==> src/rtl/score_pkg.sv <==
// Shared types and defaults for the score counter slice.
package score_pkg;
    localparam int SCORE_W               = 7;
    localparam int FCNT_W                = 6;
    localparam int DEF_MAX_SCORE         = 99;
    localparam int DEF_HOLD_DELAY_FRAMES = 15;
    localparam int DEF_REPEAT_FRAMES     = 4;

    typedef enum logic [1:0] {
        S_IDLE,
        S_DELAY,
        S_REPEAT,
        S_FROZEN
    } score_state_t;
endpackage

==> src/rtl/btn_sync.sv <==
// Two-flop synchronizer for the raw move button plus a rise-edge detector.
module btn_sync (
    input  logic i_clk,
    input  logic i_rst_n,
    input  logic i_btn,
    output logic o_level,
    output logic o_rise
);
    logic meta;
    logic level;
    logic level_q;
    logic primed;
    logic armed;

    // A button held through reset must be seen released before a rise counts;
    // primed marks the first cycle where meta holds a real sample.
    always_ff @(posedge i_clk) begin
        if (!i_rst_n) begin
            meta    <= 1'b0;
            level   <= 1'b0;
            level_q <= 1'b0;
            primed  <= 1'b0;
            armed   <= 1'b0;
        end else begin
            meta    <= i_btn;
            level   <= meta;
            level_q <= level;
            primed  <= 1'b1;
            armed   <= armed | (primed & ~meta);
        end
    end

    assign o_level = level;
    assign o_rise  = level & ~level_q & armed;
endmodule

==> src/rtl/score_counter.sv <==
// Move-button score counter with hold auto-repeat, saturation, freeze and restart.
// Optional high-score register enabled by defining SCORE_HIGH_SCORE_EN.
module score_counter
    import score_pkg::*;
#(
    parameter int MAX_SCORE         = DEF_MAX_SCORE,
    parameter int HOLD_DELAY_FRAMES = DEF_HOLD_DELAY_FRAMES,
    parameter int REPEAT_FRAMES     = DEF_REPEAT_FRAMES
) (
    input  logic               i_clk,
    input  logic               i_rst_n,
    input  logic               i_frame_tick,
    input  logic               i_move_btn,
    input  logic               i_game_over,
    input  logic               i_restart,
    output logic [SCORE_W-1:0] o_score,
    output logic [SCORE_W-1:0] o_high_score,
    output logic               o_score_max
);
    localparam logic [SCORE_W-1:0] MAX_S     = SCORE_W'(MAX_SCORE);
    localparam logic [SCORE_W:0]   MAX_W     = {1'b0, MAX_S};
    localparam logic [FCNT_W-1:0]  HOLD_LAST = FCNT_W'(HOLD_DELAY_FRAMES - 1);
    localparam logic [FCNT_W-1:0]  REP_LAST  = FCNT_W'(REPEAT_FRAMES - 1);

    score_state_t       state, state_n;
    logic [FCNT_W-1:0]  fcnt, fcnt_n;
    logic               btn_s, rise;
    logic               pending, pend_set, commit;
    logic [SCORE_W:0]   score_inc;
    logic [SCORE_W-1:0] score_sat;

    btn_sync u_btn_sync (
        .i_clk   (i_clk),
        .i_rst_n (i_rst_n),
        .i_btn   (i_move_btn),
        .o_level (btn_s),
        .o_rise  (rise)
    );

    always_ff @(posedge i_clk) begin
        if (!i_rst_n) state <= S_IDLE;
        else          state <= state_n;
    end

    always_comb begin
        state_n  = state;
        fcnt_n   = fcnt;
        pend_set = 1'b0;
        case (state)
            S_IDLE: begin
                if (rise) begin
                    pend_set = 1'b1;
                    fcnt_n   = '0;
                    state_n  = S_DELAY;
                end
            end
            S_DELAY: begin
                if (!btn_s) begin
                    state_n = S_IDLE;
                end else if (i_frame_tick) begin
                    if (fcnt == HOLD_LAST) begin
                        pend_set = 1'b1;
                        fcnt_n   = '0;
                        state_n  = S_REPEAT;
                    end else begin
                        fcnt_n = fcnt + 1'b1;
                    end
                end
            end
            S_REPEAT: begin
                if (!btn_s) begin
                    state_n = S_IDLE;
                end else if (i_frame_tick) begin
                    if (fcnt == REP_LAST) begin
                        pend_set = 1'b1;
                        fcnt_n   = '0;
                    end else begin
                        fcnt_n = fcnt + 1'b1;
                    end
                end
            end
            // Only reached with game over released; a held button still needs a fresh press.
            S_FROZEN: state_n = S_IDLE;
            default:  state_n = S_IDLE;
        endcase
        if (i_game_over) begin
            state_n  = S_FROZEN;
            pend_set = 1'b0;
        end
        if (i_restart) begin
            state_n  = S_IDLE;
            fcnt_n   = '0;
            pend_set = 1'b0;
        end
    end

    assign commit    = i_frame_tick & pending;
    assign score_inc = {1'b0, o_score} + 1'b1;
    assign score_sat = (score_inc > MAX_W) ? MAX_S : score_inc[SCORE_W-1:0];

    // A set landing on the commit cycle keeps pending high.
    always_ff @(posedge i_clk) begin
        if (!i_rst_n) begin
            fcnt    <= '0;
            pending <= 1'b0;
            o_score <= '0;
        end else begin
            fcnt <= fcnt_n;
            if (i_restart) begin
                pending <= 1'b0;
                o_score <= '0;
            end else if (i_game_over) begin
                pending <= 1'b0;
            end else begin
                pending <= pend_set | (pending & ~commit);
                if (commit) o_score <= score_sat;
            end
        end
    end

    assign o_score_max = (o_score == MAX_S);

`ifdef SCORE_HIGH_SCORE_EN
    always_ff @(posedge i_clk) begin
        if (!i_rst_n)                  o_high_score <= '0;
        else if (o_score > o_high_score) o_high_score <= o_score;
    end
`else
    assign o_high_score = '0;
`endif
endmodule

==> config.mk <==
export PLATFORM = sky130hd
export DESIGN_NAME = score_counter
export DESIGN_NICKNAME = d
export VERILOG_FILES = /design/src/rtl/score_pkg.sv /design/src/rtl/btn_sync.sv /design/src/rtl/score_counter.sv
export SDC_FILE = /design/constraint.sdc
export NUM_CORES = 1
export LEC_CHECK = 0
export BUFFER_PORTS_ARGS = -buffer_cell sky130_fd_sc_hd__buf_2
export CAP_MARGIN = 40
export CORE_AREA = 2 2 56 58
export CTS_BUF_LIST = sky130_fd_sc_hd__clkbuf_8 sky130_fd_sc_hd__clkbuf_16
export DETAILED_ROUTE_END_ITERATION = 7
export DIE_AREA = 0 0 58 60
export GPL_TIMING_DRIVEN = 0
export PLACE_DENSITY = 0.75
export SETUP_SLACK_MARGIN = 0.2
export SLEW_MARGIN = 20
export SYNTH_ARGS = -nofsm -noshare
export SYNTH_HDL_FRONTEND = slang
export SYNTH_HIERARCHICAL = 1
export SYNTH_SLANG_ARGS = --single-unit
==> constraint.sdc <==
create_clock -name i_clk -period 3.75 [get_ports i_clk]
set_input_delay 0.1875 -clock i_clk [delete_from_list [all_inputs] [get_ports i_clk]]
set_output_delay 0.1875 -clock i_clk [all_outputs]
set_load 0.05 [all_outputs]
# After elaboration in Yosys (flattened, before gate mapping)
# Cells that the tools add are included.
# Widths: inputs -> output; s select.
[word_totals] input_bits=6 out_inout_bits=15 wordCells=73 regBits=21
[op_classes] n_bitwise=12 magnitude_cmp=1 eq_ne=15 reduce_logical=7 n_mux=27 n_addsub=2
[ops] operator="$mux 6" count=7
[ops] operator="$pmux 6 s3" count=1
[ops] operator="$mux 2" count=6
[ops] operator="$mux 1" count=10
[ops] operator="$add 7x1->8 const B" count=1
[ops] operator="$gt 8x7->1 const B" count=1
[ops] operator="$ne 4x4->1 const B" count=2
[ops] operator="$pmux 2 s4" count=1
[ops] operator="$eq 7x7->1 const B" count=1
[ops] operator="$mux 7" count=1
[ops] operator="$add 6x1->6 const B" count=1
[ops] operator="$eq 6x2->1 const B" count=1
[ops] operator="$eq 6x4->1 const B" count=1
[ops] operator="$ne 2x2->1 const B" count=3
[ops] operator="$ne 3x3->1 const B" count=2
[ops] operator="$reduce_and 6->1" count=1
[ops] operator="$and 1x1->1" count=5
[ops] operator="$not 1->1" count=5
[ops] operator="$eq 2x2->1 const B" count=2
[ops] operator="$ne 2x1->1 const B" count=2
[ops] operator="$reduce_and 4->1" count=1
[ops] operator="$pmux 1 s3" count=1
[ops] operator="$reduce_bool 3->1" count=1
[ops] operator="$reduce_or 3->1" count=1
[ops] operator="5 further kinds" count=6

# Longest topological paths before layout
# Gate-level depths: netlist of the first run.
[logic_depth] depth_word=8 ltp_mapped=7 ltp_nobuf=6

# Modules after synthesis
# The synthesis of the first run kept the hierarchy.
[modules_own_cells] module="score_counter" area_per_inst_um2=1234.9 cells_per_inst=147 n_inst=1
[modules_own_cells] module="btn_sync" area_per_inst_um2=140.1 cells_per_inst=12 n_inst=1

# Worst setup path after synthesis of the first run
# OpenSTA, ideal clock, no wires.
[synth_timing] kind="reg2out" start="register o_score[0]" end="output port o_score_max" path_stages_with_launch=4 path_slack_ns=0.981 t_required_ns=3.562 t_arrival_ns=2.582 path_cell_list="dfxtp_1 > ha_1 > nand2b_1 > nor4_1"
[synth_between] elab_chain_cells=1
[synth_lines] element="start, declared" line_no="score_counter.sv:16" source="output logic [SCORE_W-1:0] o_score,"
[synth_lines] element="start signal, assigned" line_no="score_counter.sv:116" source="if (commit) o_score <= score_sat;"
[synth_lines] element="$eq 7x7->1" line_no="score_counter.sv:121" source="assign o_score_max = (o_score == MAX_S);"
[synth_lines] element="end, declared" line_no="score_counter.sv:18" source="output logic o_score_max"
# No other way between the ends.

# Worst setup path after layout of the first run
[layout_timing] start="register state[0]" end="register fcnt[5]"
[layout_between] elab_chain_cells=3 elab_cells_between_ends=11
[layout_lines] element="start, declared" line_no="score_counter.sv:25" source="score_state_t state, state_n;"
[layout_lines] element="start signal, assigned" line_no="score_counter.sv:42" source="else state <= state_n;"
[layout_lines] element="$eq 2x1->1 (tied with other cells)" line_no="score_counter.sv:49" source="case (state)"
[layout_lines] element="$ne 2x1->1 (no line) (tied with other cells)"
[layout_lines] element="$reduce_and 6->1 (no line)"
[layout_lines] element="end signal, assigned" line_no="score_counter.sv:108" source="fcnt <= fcnt_n;"
[layout_lines] element="end, declared" line_no="score_counter.sv:26" source="logic [FCNT_W-1:0] fcnt, fcnt_n;"
# Parallel ways exist; a longest one is shown, timed or not.
# A chain may end at the register's enable or synchronous reset.

==> results of run 1 <==
-- where the power goes --
part / switching, W / internal [W]
sequential: 0.00000384 / 0.000227
clock: 0.0000750 / 0.0000740
combinational: 0.0000418 / 0.0000238
total: 0.000121 / 0.000325
-- sequential cells by signal, summed over array words and instances (netlist names) --
name	count
state	2
u_btn_sync/o_level	1
u_btn_sync/armed	1
fcnt	6
o_score	7
u_btn_sync/level_q	1
u_btn_sync/primed	1
u_btn_sync/meta	1
pending	1
-- final cells by class --
cell class / instances / area [um2]
Timing Repair Buffer: 13 / 65.06
Clock buffer: 3 / 41.29
Tap cell: 33 / 41.29
Multi-Input combinational cell: 126 / 882.1
Sequential cell: 21 / 420.4
Fill cell: 275 / 1353
Clock inverter: 1 / 5.005
Buffer: 11 / 68.82
Inverter: 7 / 26.28
-- worst paths after layout --
| path | from | endpoint | slack [ns] | cells after the start |
|---|---|---|---|---|
| hold / removal | i_rst_n | u_btn_sync/primed$_DFF_P_ | 0.1 | 1 |
| hold reg to reg | u_btn_sync/meta$_SDFF_PN0_ | u_btn_sync/o_level$_SDFF_PN0_ | 0.47 | 1 |
| setup / recovery | state[0]$_SDFFE_PP0P_ | fcnt[5]$_SDFFE_PP0P_ | 1.48 | 6 |
| setup reg to reg | state[0]$_SDFFE_PP0P_ | fcnt[5]$_SDFFE_PP0P_ | 1.48 | 6 |
-- cell usage after synthesis (all sizes together), types with 4 or more instances --
| cell type | number | share of area, % |
|---|---|---|
| nor2b | 5 | 2.3 |
| nor3 | 4 | 1.8 |
| inv | 7 | 1.9 |
| nor4 | 4 | 1.8 |
| and2 | 4 | 1.8 |
| ha | 10 | 9.1 |
| buf | 8 | 4.2 |
| a21oi | 9 | 3.3 |
| xnor2 | 4 | 2.5 |
| nand3 | 5 | 1.8 |
| dfxtp | 21 | 31 |
| nand2 | 10 | 2.7 |
| o21ai | 5 | 1.8 |
| a211oi | 7 | 3.8 |
| nor2 | 4 | 1.1 |
-- per-layer routing --
layer  track usage [%]  wire length (um)  vias up
li1                  -                 -      636
met1             23.02              1277      608
met2             31.98              1412       44
met3             3.030               168        9
met4             9.635                76        0
met5                 0                 0        -
-- kinds of logic (layout without fill, tap and decap cells) --
| kind of cell | Yosys count | count (layout) | synth area share, % |
|---|---|---|---|
| compound gates | 48 | 48 | 25.39 |
| xor+xnor | 4 | 4 | 2.548 |
| fa+ha+maj | 10 | 10 | 9.099 |
| buf+inv | 18 | 35 | 6.915 |
| flops | 21 | 21 | 30.57 |
| other cells | 1 | 7 | 0.2727 |
| simple gates | 57 | 57 | 25.20 |
-- per-stage QoR --
step | area (um2) | setup slack, ns | util (%) | total power (W)
after detailed placement | 1504 | 1.512 | 51.81 | 0.0003015
after global placement | 1504 | 1.594 | 51.81 | 0.0002990
after global routing | 1550 | 1.382 | 53.41 | 0.0004646
after floorplan | 1398 | 0.9809 | - | 0.0002885
after CTS | 1550 | 1.485 | 53.41 | 0.0004493
final | 1550 | 1.481 | 53.41 | 0.0004458
-- worst max-delay path: stages, from the launching register on --
cell and delay [ns]:
sky130_fd_sc_hd__dfxtp_1 0.41, sky130_fd_sc_hd__inv_1 0.11, sky130_fd_sc_hd__ha_1 0.28, sky130_fd_sc_hd__a2bb2oi_2 0.22, sky130_fd_sc_hd__or3_4 0.39, sky130_fd_sc_hd__or4_4 0.52
sky130_fd_sc_hd__a221oi_2 0.25
==> Implementation_results.wiki, run 1 <==
{| class="wikitable"
! Metric !! Value
|-
| Number of iterations in the first detailed-routing pass || 4
|-
| Clock latency reported for the late side of the worst-skew pair || 0.26 ns
|-
| Status || finished, final reports clean
|-
| Max cap viols || 0
|-
| Total wire length || 2.935 mm
|-
| Number of library cell types mapped by synthesis || 50
|-
| Final Hold Fails || 0
|-
| Clock Path Buffers || 2
|-
| Signed area change from the synthesized netlist to the final layout || 12.74%
|-
| Antenna diode count || 0
|-
| Fmax || 440.7 MHz
|-
| Total number of H-tree levels || 1
|-
| Area enclosed by the die boundary || 0.003480 mm2
|-
| RSZ-0062 raised after global routing || no
|-
| CTS Hold Buffers Added || 0
|-
| TritonCTS clock tree || yes
|-
| Cells resized by post-CTS repair || 0
|-
| Vias in the first global route || 1208
|-
| Boundary Pins || 21
|-
| First-pass GRT wire length || 5.106 mm
|-
| Final HPWL DP || 2.237 mm
|-
| Critical Path End Type || flop
|-
| Drt drc || 0
|-
| Gr usage total || 18.84%
|-
| Sequential cell area fraction in the yosys report || 30.57%
|-
| Mapped Avg Cell Area || 8.648 um2
|-
| Maximum number of pins on one net before global-route repair || 13
|-
| Max Slew Vio Count || 0
|-
| Setup-violating endpoint count in the final report || 0
|-
| Most frequent standard cell in the layout excluding fill and tap cells || sky130_fd_sc_hd__dfxtp_1
|-
| Number of buffers added by the clock tree synthesis step || 3
|-
| Wire length per cell after detailed routing || 13.65 um
|-
| TritonCTS sink count || 21
|-
| Clock tree root driver cell || sky130_fd_sc_hd__clkbuf_8
|-
| Data required time at the worst endpoint || 3.93 ns
|-
| Post-CTS Setup Bufs || 0
|-
| Yosys Warn Count || 6
|-
| Kind of start point of the critical path || flop
|-
| CTS clk-pin slew, worst paths || 0.08 ns
|-
| Post-synthesis instance total || 159
|-
| Worst min-delay path class || in -> reg
|-
| Vias per Instance || 6.033
|-
| Measured slew at the worst slew-check pin || 0.7770 ns
|-
| Post-Place Cells || 211
|-
| Antenna violations before repair || 0
|-
| Maximum ir drop on the vdd rail || 0.2087 mV
|-
| Arrival time at the worst endpoint || 2.45 ns
|-
| GRT overflow || 0
|-
| Setup Skew || 0.002696 ns
|-
| Crit path time final || 2.269 ns
|-
| Final worst path period share || 60.52%
|-
| Y dimension of the die || 60 um
|-
| Routability congestion estimate || 0.8188
|-
| Pwr Density || 287.6 mW/mm2
|-
| Leakage power total || 0.6118 nW
|-
| Share of async-settable or async-resettable flops after synthesis || 0%
|-
| Port-buffer cells || 13
|-
| Layout cells sized above 1 || 18.68%
|-
| Floorplan core area || 0.002903 mm2
|-
| Category of the critical setup timing path || reg -> reg
|-
| Register bit total from synthesis || 21
|-
| # nets final || 199
|-
| Antenna-violating nets left || 0
|-
| Number of enable flip-flop cells after synthesis || 0
|-
| Leading cell types in the layout, fill and taps excluded || sky130_fd_sc_hd__dfxtp_1 (21), sky130_fd_sc_hd__buf_2 (14), sky130_fd_sc_hd__nand2_1 (10), sky130_fd_sc_hd__ha_1 (10), sky130_fd_sc_hd__a21oi_1 (9)
|-
| Final std cells w/o fill || 215
|-
| Drt first-iter violations || 34
|-
| Critical path fanouts, max || 6
|-
| Max transition margin || 47.65%
|-
| Row cnt || 20
|-
| DIE WIDTH || 58 um
|-
| Via count || 1297
|-
| Initial Utilization || 47.37%
|-
| Worst Hold Slack || 0.09887 ns
|-
| Sum of negative setup slack || 0 ns
|-
| Dominant synthesized flop cell || sky130_fd_sc_hd__dfxtp_1
|-
| Netlist Area Pre-Place || 0.001375 mm2
|}
(Power assumes the default switching activity.)
==> inputs of run 2 (changes only) <==
Clock period 3.75 ns to 2.2 ns, I/O delays scaled along.
==> run 2 against run 1 <==
  * Cell area grew 9.1%
  * Combinational power up 130%
  * Clock skew shrank 0.0013 ns
  * Via count decreased by 0.77%
  * Wire length rose by 9.0%
  * Largest cell class unchanged
  * Highest routed layer unchanged
  * Register-to-register slack lost 1.2 ns
  * Sequential share of layout area fell by 1.7 points
==> Implementation_results.wiki, run 2 (synthesis gave the netlist of run 1 again) <==
{| class="wikitable"
! Metric !! Value
|-
| Status || finished, final reports clean
|-
| Max transition margin || 49.87% (+2.2 points)
|-
| Total wire length || 3.198 mm (+9.0%)
|-
| Worst-path cell with the longest stage delay || sky130_fd_sc_hd__or4_4
|-
| Hold Startpoint || i_rst_n
|-
| Antenna-violating nets left || 0 (unchanged)
|-
| Critical Path End Type || flop
|-
| # nets final || 206 (+3.5%)
|-
| Kind of start point of the critical path || flop
|-
| Registers with the highest flip-flop counts || o_score: 7 flops, fcnt: 6 flops, state: 2 flops
|-
| Max Slew Vio Count || 0 (unchanged)
|-
| Signed area change from the synthesized netlist to the final layout || 23.02%
|-
| Via count || 1287 (-0.77%)
|-
| Final Hold Fails || 0 (unchanged)
|-
| Area occupied by multi-input gates || 952.2 um2 (+7.9%)
|-
| Critical path startpoint || u_btn_sync/o_level$_SDFF_PN0_
|-
| Flip-flop count of the largest register after layout || 7 (unchanged)
|-
| Final-layout fill cell count || 252 (-8.4%)
|-
| Leakage power total || 0.6642 nW (+8.6%)
|-
| Largest delay share family, worst path || simple AND/OR/NAND/NOR gates
|-
| CTS clk-pin slew, worst paths || 0.07 ns (about the same)
|-
| Row cnt || 20 (unchanged)
|-
| Layout cells sized above 1 || 27.51% (+8.8 points)
|-
| Most frequent standard cell in the layout excluding fill and tap cells || sky130_fd_sc_hd__dfxtp_1
|-
| Worst Hold Slack || 0.01343 ns (-0.08544 ns)
|-
| Leading cell types in the layout, fill and taps excluded || sky130_fd_sc_hd__dfxtp_1 (18), sky130_fd_sc_hd__buf_4 (14), sky130_fd_sc_hd__buf_2 (13)
|-
| Setup Skew || 0.001379 ns (-0.001317 ns)
|-
| First-pass GRT wire length || 5.140 mm (+0.67%)
|-
| Most flop-heavy register || o_score
|-
| RSZ-0062 raised after global routing || no
|-
| Cells along the critical path || nand2_1 > nor2_2 > nor2b_4 > buf_6 > or3_4 > or4_4 > a221oi_2
|-
| Final std cells w/o fill || 222 (+3.3%)
|-
| Sum of negative setup slack || 0 ns (unchanged)
|-
| Category of the critical setup timing path || reg -> reg
|-
| Pwr Density || 465.4 mW/mm2 (+62%)
|-
| Y dimension of the die || 60 um (unchanged)
|-
| Vias in the first global route || 1181 (-2.2%)
|-
| Worst min-delay path class || in -> reg
|-
| Drt drc || 0 (unchanged)
|-
| Maximum number of pins on one net before global-route repair || 12 (-1)
|-
| Footprint of the flip-flops and latches || 429.2 um2 (+2.1%)
|-
| Cell area after layout || 0.001692 mm2 (+9.1%)
|-
| Gr usage total || 19.15% (+0.32 points)
|-
| Delay of the slowest cell on the worst path || 0.42 ns (-0.10 ns)
|-
| GRT overflow || 0 (unchanged)
|-
| Startpoint of the worst-slack reg-to-reg timing path || u_btn_sync/o_level$_SDFF_PN0_
|-
| Data required time at the worst endpoint || 2.38 ns (-1.55 ns)
|-
| Routability congestion estimate || 0.8366 (+2.2%)
|-
| Final worst path period share || 89.06% (+29 points)
|-
| Setup-violating endpoint count in the final report || 0 (unchanged)
|-
| Initial Utilization || 47.37% (unchanged)
|-
| Total number of H-tree levels || 1 (unchanged)
|-
| Number of buffers added by the clock tree synthesis step || 3 (unchanged)
|-
| Measured slew at the worst slew-check pin || 0.7441 ns (-0.03286 ns)
|-
| Arrival time at the worst endpoint || 2.14 ns (-0.31 ns)
|-
| Clock latency reported for the late side of the worst-skew pair || 0.26 ns (about the same)
|-
| TritonCTS sink count || 21 (unchanged)
|-
| Crit path time final || 1.959 ns (-0.3099 ns)
|-
| Maximum ir drop on the vdd rail || 0.3384 mV (+62%)
|-
| TritonCTS clock tree || yes
|-
| Boundary Pins || 21 (unchanged)
|-
| Fmax || 510.4 MHz (+16%)
|-
| Max cap viols || 0 (unchanged)
|-
| Antenna violations before repair || 0 (unchanged)
|-
| Final HPWL DP || 2.203 mm (-1.5%)
|-
| Clock tree root driver cell || sky130_fd_sc_hd__clkbuf_8
|-
| Number of iterations in the first detailed-routing pass || 4 (unchanged)
|-
| Drt first-iter violations || 38 (+12%)
|-
| Critical path fanouts, max || 6 (unchanged)
|-
| Post-Place Cells || 211 (unchanged)
|-
| Placed Area || 0.001526 mm2 (+1.5%)
|-
| CTS Hold Buffers Added || 0 (unchanged)
|-
| Port-buffer cells || 13 (unchanged)
|-
| Vias per Instance || 5.797 (-3.9%)
|-
| Antenna diode count || 0 (unchanged)
|-
| Floorplan core area || 0.002903 mm2 (unchanged)
|-
| Clock Path Buffers || 2 (unchanged)
|-
| Wire length per cell after detailed routing || 14.41 um (+5.5%)
|-
| DIE WIDTH || 58 um (unchanged)
|-
| Critical path buffers and inverters || 1 (unchanged)
|-
| Area enclosed by the die boundary || 0.003480 mm2 (unchanged)
|}
==> run 2: final timing paths <==
path	depth (start not counted)	slack (ns)	to
max	7	0.24	fcnt[5]$_SDFFE_PP0P_
min	1	0.01	u_btn_sync/primed$_DFF_P_
min reg2reg	1	0.46	u_btn_sync/o_level$_SDFF_PN0_
max reg2reg	7	0.24	fcnt[5]$_SDFFE_PP0P_
==> run 2: through the flow <==
step / util [%] / setup slack [ns] / power [W]
3_5_place_dp: 52.59 / 0.09122 / 0.0005161
2_1_floorplan: - / 0.2007 / 0.0004939
4_1_cts: 55.26 / 0.1442 / 0.0007690
6_report: 58.28 / 0.2406 / 0.0007873
5_1_grt: 58.28 / 0.1699 / 0.0008174
3_3_place_gp: 52.59 / 0.1478 / 0.0005122
==> run 2: report_power, final <==
| part | total (W) | switching [W] | internal, W |
|---|---|---|---|
| logic | 0.000148 | 0.0000832 | 0.0000644 |
| registers | 0.000395 | 0.00000784 | 0.000387 |
| clock network | 0.000245 | 0.000121 | 0.000124 |
==> run 2: timing repair <==
item | CTS | global route
setup endpoints to repair | 2 | 3
gates resized for setup | 2 | 14
setup buffers | 4 | 3
gates cloned | 0 | 0
pin swaps | 1 | 3
==> run 2: per-layer routing <==
metal	GRT usage, %	share of wire [%]	up-vias
li1	-	-	645
met1	23.54	44	590
met2	31.98	49	41
met3	3.030	4.4	11
met4	10.63	2.4	0
met5	0	0	-
==> run 2: final cells by class <==
cell class	instances	share of cell area, %
multi-input combinational	126	56.29
inverter	7	1.849
clock inverter	1	0.2219
buffer	11	4.438
sequential	21	25.37
clock buffer	3	2.441
tap	33	2.441
timing repair buffer	20	6.953
==> inputs of run 3 (changes only) <==
Settings changed: CORE_AREA 2 2 56 58 to 2 2 54 56, DIE_AREA 0 0 58 60 to 0 0 56 58, SYNTH_HIERARCHICAL 1 to default.
==> run 3 against run 2 <==
  * Critical path depth up 1
  * Clock-buffer cell count unchanged
  * Register-to-register slack better by 0.09 ns
  * Clock power up 2%
  * Hold slack worse by 0.0039 ns
  * Core utilization down 3.1 points
  * Critical endpoint is now fcnt[3]$_SDFFE_PP0P_
==> Implementation_results.wiki, run 3 <==
{| class="wikitable"
! Metric !! Value
|-
| CTS clk-pin slew, worst paths || 0.08 ns (about the same)
|-
| Dominant synthesized flop cell || sky130_fd_sc_hd__dfxtp_1
|-
| Registers with the highest flip-flop counts || o_score: 7 flops, fcnt: 6 flops, state: 2 flops
|-
| TritonCTS sink count || 21 (unchanged)
|-
| Cell with the most instances after synthesis || sky130_fd_sc_hd__dfxtp_1
|-
| Max cap viols || 0 (unchanged)
|-
| Antenna-violating nets left || 0 (unchanged)
|-
| Wire length per cell after detailed routing || 12.35 um (-14%)
|-
| Worst-case hold path end point || u_btn_sync.primed$_DFF_P_
|-
| RSZ-0062 raised after global routing || no
|-
| Critical Path End Type || flop
|-
| Sequential share of power || 52.1% (+1.9 points)
|-
| Total wire length || 2.544 mm (-20%)
|-
| Y dimension of the die || 58 um (-3.3%)
|-
| Setup-violating endpoint count in the final report || 0 (unchanged)
|-
| Number of iterations in the first detailed-routing pass || 4 (unchanged)
|-
| Fmax || 534.0 MHz (+4.6%)
|-
| Final HPWL DP || 1.891 mm (-14%)
|-
| Crit path time final || 1.873 ns (-0.08675 ns)
|-
| Flip-flop count of the largest register after layout || 7 (unchanged)
|-
| Leading cell types in the layout, fill and taps excluded || sky130_fd_sc_hd__dfxtp_1 (21), sky130_fd_sc_hd__buf_2 (16), sky130_fd_sc_hd__nor2_1 (16)
|-
| Most flop-heavy register || o_score
|-
| Maximum number of pins on one net before global-route repair || 13 (+1)
|-
| Signed area change from the synthesized netlist to the final layout || 17.05%
|-
| Area enclosed by the die boundary || 0.003248 mm2 (-6.7%)
|-
| Clock share of power || 33.0% (+1.9 points)
|-
| Antenna violations before repair || 0 (unchanged)
|-
| Worst min-delay path class || in -> reg
|-
| # nets final || 191 (-7.3%)
|-
| Hold Startpoint || i_rst_n
|-
| Most frequent standard cell in the layout excluding fill and tap cells || sky130_fd_sc_hd__dfxtp_1
|-
| Min-Delay Path Depth || 1 (unchanged)
|-
| Top cell type's share of synthesized area || 33.50% (+2.9 points)
|-
| Leading post-synthesis cells by instance count || sky130_fd_sc_hd__dfxtp_1 (21), sky130_fd_sc_hd__nor2_1 (16), sky130_fd_sc_hd__ha_1 (9)
|-
| Clock tree root driver cell || sky130_fd_sc_hd__clkbuf_8
|-
| Library cell with the largest summed area after synthesis || sky130_fd_sc_hd__dfxtp_1
|-
| Layout cells sized above 1 || 21.14% (-6.4 points)
|-
| Number of buffers added by the clock tree synthesis step || 3 (unchanged)
|-
| Total number of H-tree levels || 1 (unchanged)
|-
| Maximum ir drop on the vdd rail || 0.5161 mV (+53%)
|-
| Main area contributors after synthesis || sky130_fd_sc_hd__dfxtp_1 (33%), sky130_fd_sc_hd__ha_1 (9.0%), sky130_fd_sc_hd__nor2_1 (4.8%)
|-
| Final-layout fill cell count || 252 (unchanged)
|-
| Internal power || 0.0005593 W (-2.9%)
|-
| Combinational power share || 14.9% (-3.9 points)
|-
| Setup Skew || 0.007308 ns (+0.005930 ns)
|-
| Critical path fanouts, max || 6 (unchanged)
|-
| Final worst path period share || 85.12% (-3.9 points)
|-
| Pwr Density || 516.9 mW/mm2 (+11%)
|-
| Fraction of power spent switching nets || 26.33% (-0.54 points)
|-
| Max Slew Vio Count || 0 (unchanged)
|-
| Boundary Pins || 21 (unchanged)
|-
| Worst Reg-to-Reg Cells || 8 (+1)
|-
| Endpoint of the most critical register-to-register path || fcnt[3]$_SDFFE_PP0P_
|-
| Vias in the first global route || 1015 (-14%)
|-
| Row cnt || 19 (-5.0%)
|-
| Leakage power total || 0.5693 nW (-14%)
|-
| Post-synthesis instance total || 149 (-6.3%)
|-
| GRT overflow || 0 (unchanged)
|-
| Initial Utilization || 47.13% (-0.24 points)
|-
| Vias per Instance || 5.612 (-3.2%)
|-
| Arrival time at the worst endpoint || 2.02 ns (-0.12 ns)
|-
| Number of library cell types mapped by synthesis || 41 (-18%)
|-
| Switching pwr || 0.0001999 W (-5.5%)
|-
| Final Hold Fails || 0 (unchanged)
|-
| Clock Path Buffers || 2 (unchanged)
|-
| Status || finished, final reports clean
|-
| First-pass GRT wire length || 4.271 mm (-17%)
|-
| DIE WIDTH || 56 um (-3.4%)
|-
| Via count || 1156 (-10%)
|-
| Yosys Warn Count || 0 (-6)
|-
| Mapped Avg Cell Area || 8.423 um2 (-2.6%)
|-
| TritonCTS clock tree || yes
|-
| Netlist Area Pre-Place || 0.001255 mm2 (-8.7%)
|-
| Register-to-register path setup slack || 0.33 ns (+0.09 ns)
|-
| CTS Hold Buffers Added || 0 (unchanged)
|-
| Drt drc || 0 (unchanged)
|-
| Startpoint of the worst-slack reg-to-reg timing path || state[0]$_SDFFE_PP0P_
|-
| Placed Area || 0.001396 mm2 (-8.5%)
|-
| Register bit total from synthesis || 21 (unchanged)
|-
| Port-buffer cells || 13 (unchanged)
|-
| Sequential cell area fraction in the yosys report || 33.50% (+2.9 points)
|-
| Antenna diode count || 0 (unchanged)
|-
| Data required time at the worst endpoint || 2.35 ns (-0.03 ns)
|-
| Number of enable flip-flop cells after synthesis || 0 (unchanged)
|-
| Gr usage total || 16.17% (-3.0 points)
|-
| Kind of start point of the critical path || flop
|-
| Floorplan core area || 0.002663 mm2 (-8.3%)
|-
| Share of async-settable or async-resettable flops after synthesis || 0% (unchanged)
|-
| Category of the critical setup timing path || reg -> reg
|-
| Sum of negative setup slack || 0 ns (unchanged)
|-
| Routability congestion estimate || 0.9775 (+17%)
|-
| Clock latency reported for the late side of the worst-skew pair || 0.26 ns (about the same)
|-
| Cell area after layout || 0.001469 mm2 (-13%)
|-
| Drt first-iter violations || 39 (+2.6%)
|}
## run 3: cell count changes after synthesis, moves of 3 or more
cell	change
sky130_fd_sc_hd__xnor2_1	-3
sky130_fd_sc_hd__nor2_1	+12
sky130_fd_sc_hd__xor2_1	+3
sky130_fd_sc_hd__a31oi_1	+3
sky130_fd_sc_hd__nand2_1	-4
sky130_fd_sc_hd__a21oi_1	-3
## run 3: critical path: stages, from the launching register on
cell and delay, ns:
sky130_fd_sc_hd__dfxtp_1 0.40, sky130_fd_sc_hd__inv_1 0.11, sky130_fd_sc_hd__ha_1 0.27, sky130_fd_sc_hd__a2bb2oi_1 0.18
sky130_fd_sc_hd__a211oi_4 0.29, sky130_fd_sc_hd__buf_4 0.19, sky130_fd_sc_hd__nand4_1 0.12, sky130_fd_sc_hd__xor2_1 0.16
sky130_fd_sc_hd__nor2_1 0.05
## run 3: routing by layer
| metal | up-vias | wire [um] | global-route usage (%) |
|---|---|---|---|
| li1 | 568 | - | - |
| met1 | 537 | 1028 | 19.56 |
| met2 | 47 | 1312 | 28.07 |
| met3 | 4 | 176 | 4.911 |
| met4 | 0 | 27 | 4.422 |
| met5 | - | 0 | 0 |
## run 3: worst max path at each step
stage / from / endpoint / slack, ns / depth (start not counted)
after floorplan: o_score[6]$_SDFFE_PP0P_ / o_score[1]$_SDFFE_PP0P_ / 0.34 / 5
after global placement: state[1]$_SDFFE_PP0P_ / fcnt[5]$_SDFFE_PP0P_ / 0.34 / 7
after detailed placement: state[0]$_SDFFE_PP0P_ / fcnt[5]$_SDFFE_PP0P_ / 0.21 / 7
after CTS: state[0]$_SDFFE_PP0P_ / fcnt[5]$_SDFFE_PP0P_ / 0.20 / 7
after global routing: state[0]$_SDFFE_PP0P_ / fcnt[3]$_SDFFE_PP0P_ / 0.20 / 8
final: state[0]$_SDFFE_PP0P_ / fcnt[3]$_SDFFE_PP0P_ / 0.33 / 8
## run 3: cells by family after synthesis
| logic type | share of synthesized area [%] |
|---|---|
| AOI/OAI and AO/OA | 20.84 |
| xor gates and xnor gates | 2.792 |
| adders and majority gates | 8.973 |
| buffers and inverters | 8.075 |
| DFF | 33.50 |
| muxes | 0.7976 |
| other | 0.2988 |
| and+or+nand+nor | 24.73 |
## run 3: what timing repair did
action                     CTS  global route
resized for setup            0             1
setup endpoints to repair    0             3
setup buffers                0             3
## run 3: area by class of cell
class	instances	area, um2	area share [%]
Timing Repair Buffer	16	87.58	5.963
Clock buffer	3	41.29	2.811
Multi-Input combinational cell	115	774.5	52.73
Tap cell	31	38.79	2.641
Buffer	11	71.32	4.855
Clock inverter	1	5.005	0.3407
Sequential cell	21	420.4	28.62
Inverter	8	30.03	2.044
## run 3: power groups by stage
stage | combinational (W) | clock, W | sequential [W]
6_report | 0.000113 | 0.000251 | 0.000396
5_1_grt | 0.000123 | 0.000276 | 0.000397
4_1_cts | 0.000103 | 0.000261 | 0.000396
3_5_place_dp | 0.000103 | 0 | 0.000405
3_3_place_gp | 0.0000995 | 0 | 0.000404
2_1_floorplan | 0.0000850 | 0 | 0.000403
## run 3: stage by stage
step	total power [W]	util, %	setup WS [ns]	instances	hold slack (ns)
2_1_floorplan	0.0004877	-	0.3409	155	0.1377
3_3_place_gp	0.0005034	52.44	0.3374	199	0.2715
3_5_place_dp	0.0005077	52.44	0.2087	199	0.2760
4_1_cts	0.0007602	54.18	0.2019	203	0.01045
5_1_grt	0.0007958	55.17	0.2035	206	0.01373
6_report	0.0007592	55.17	0.3273	206	0.009541
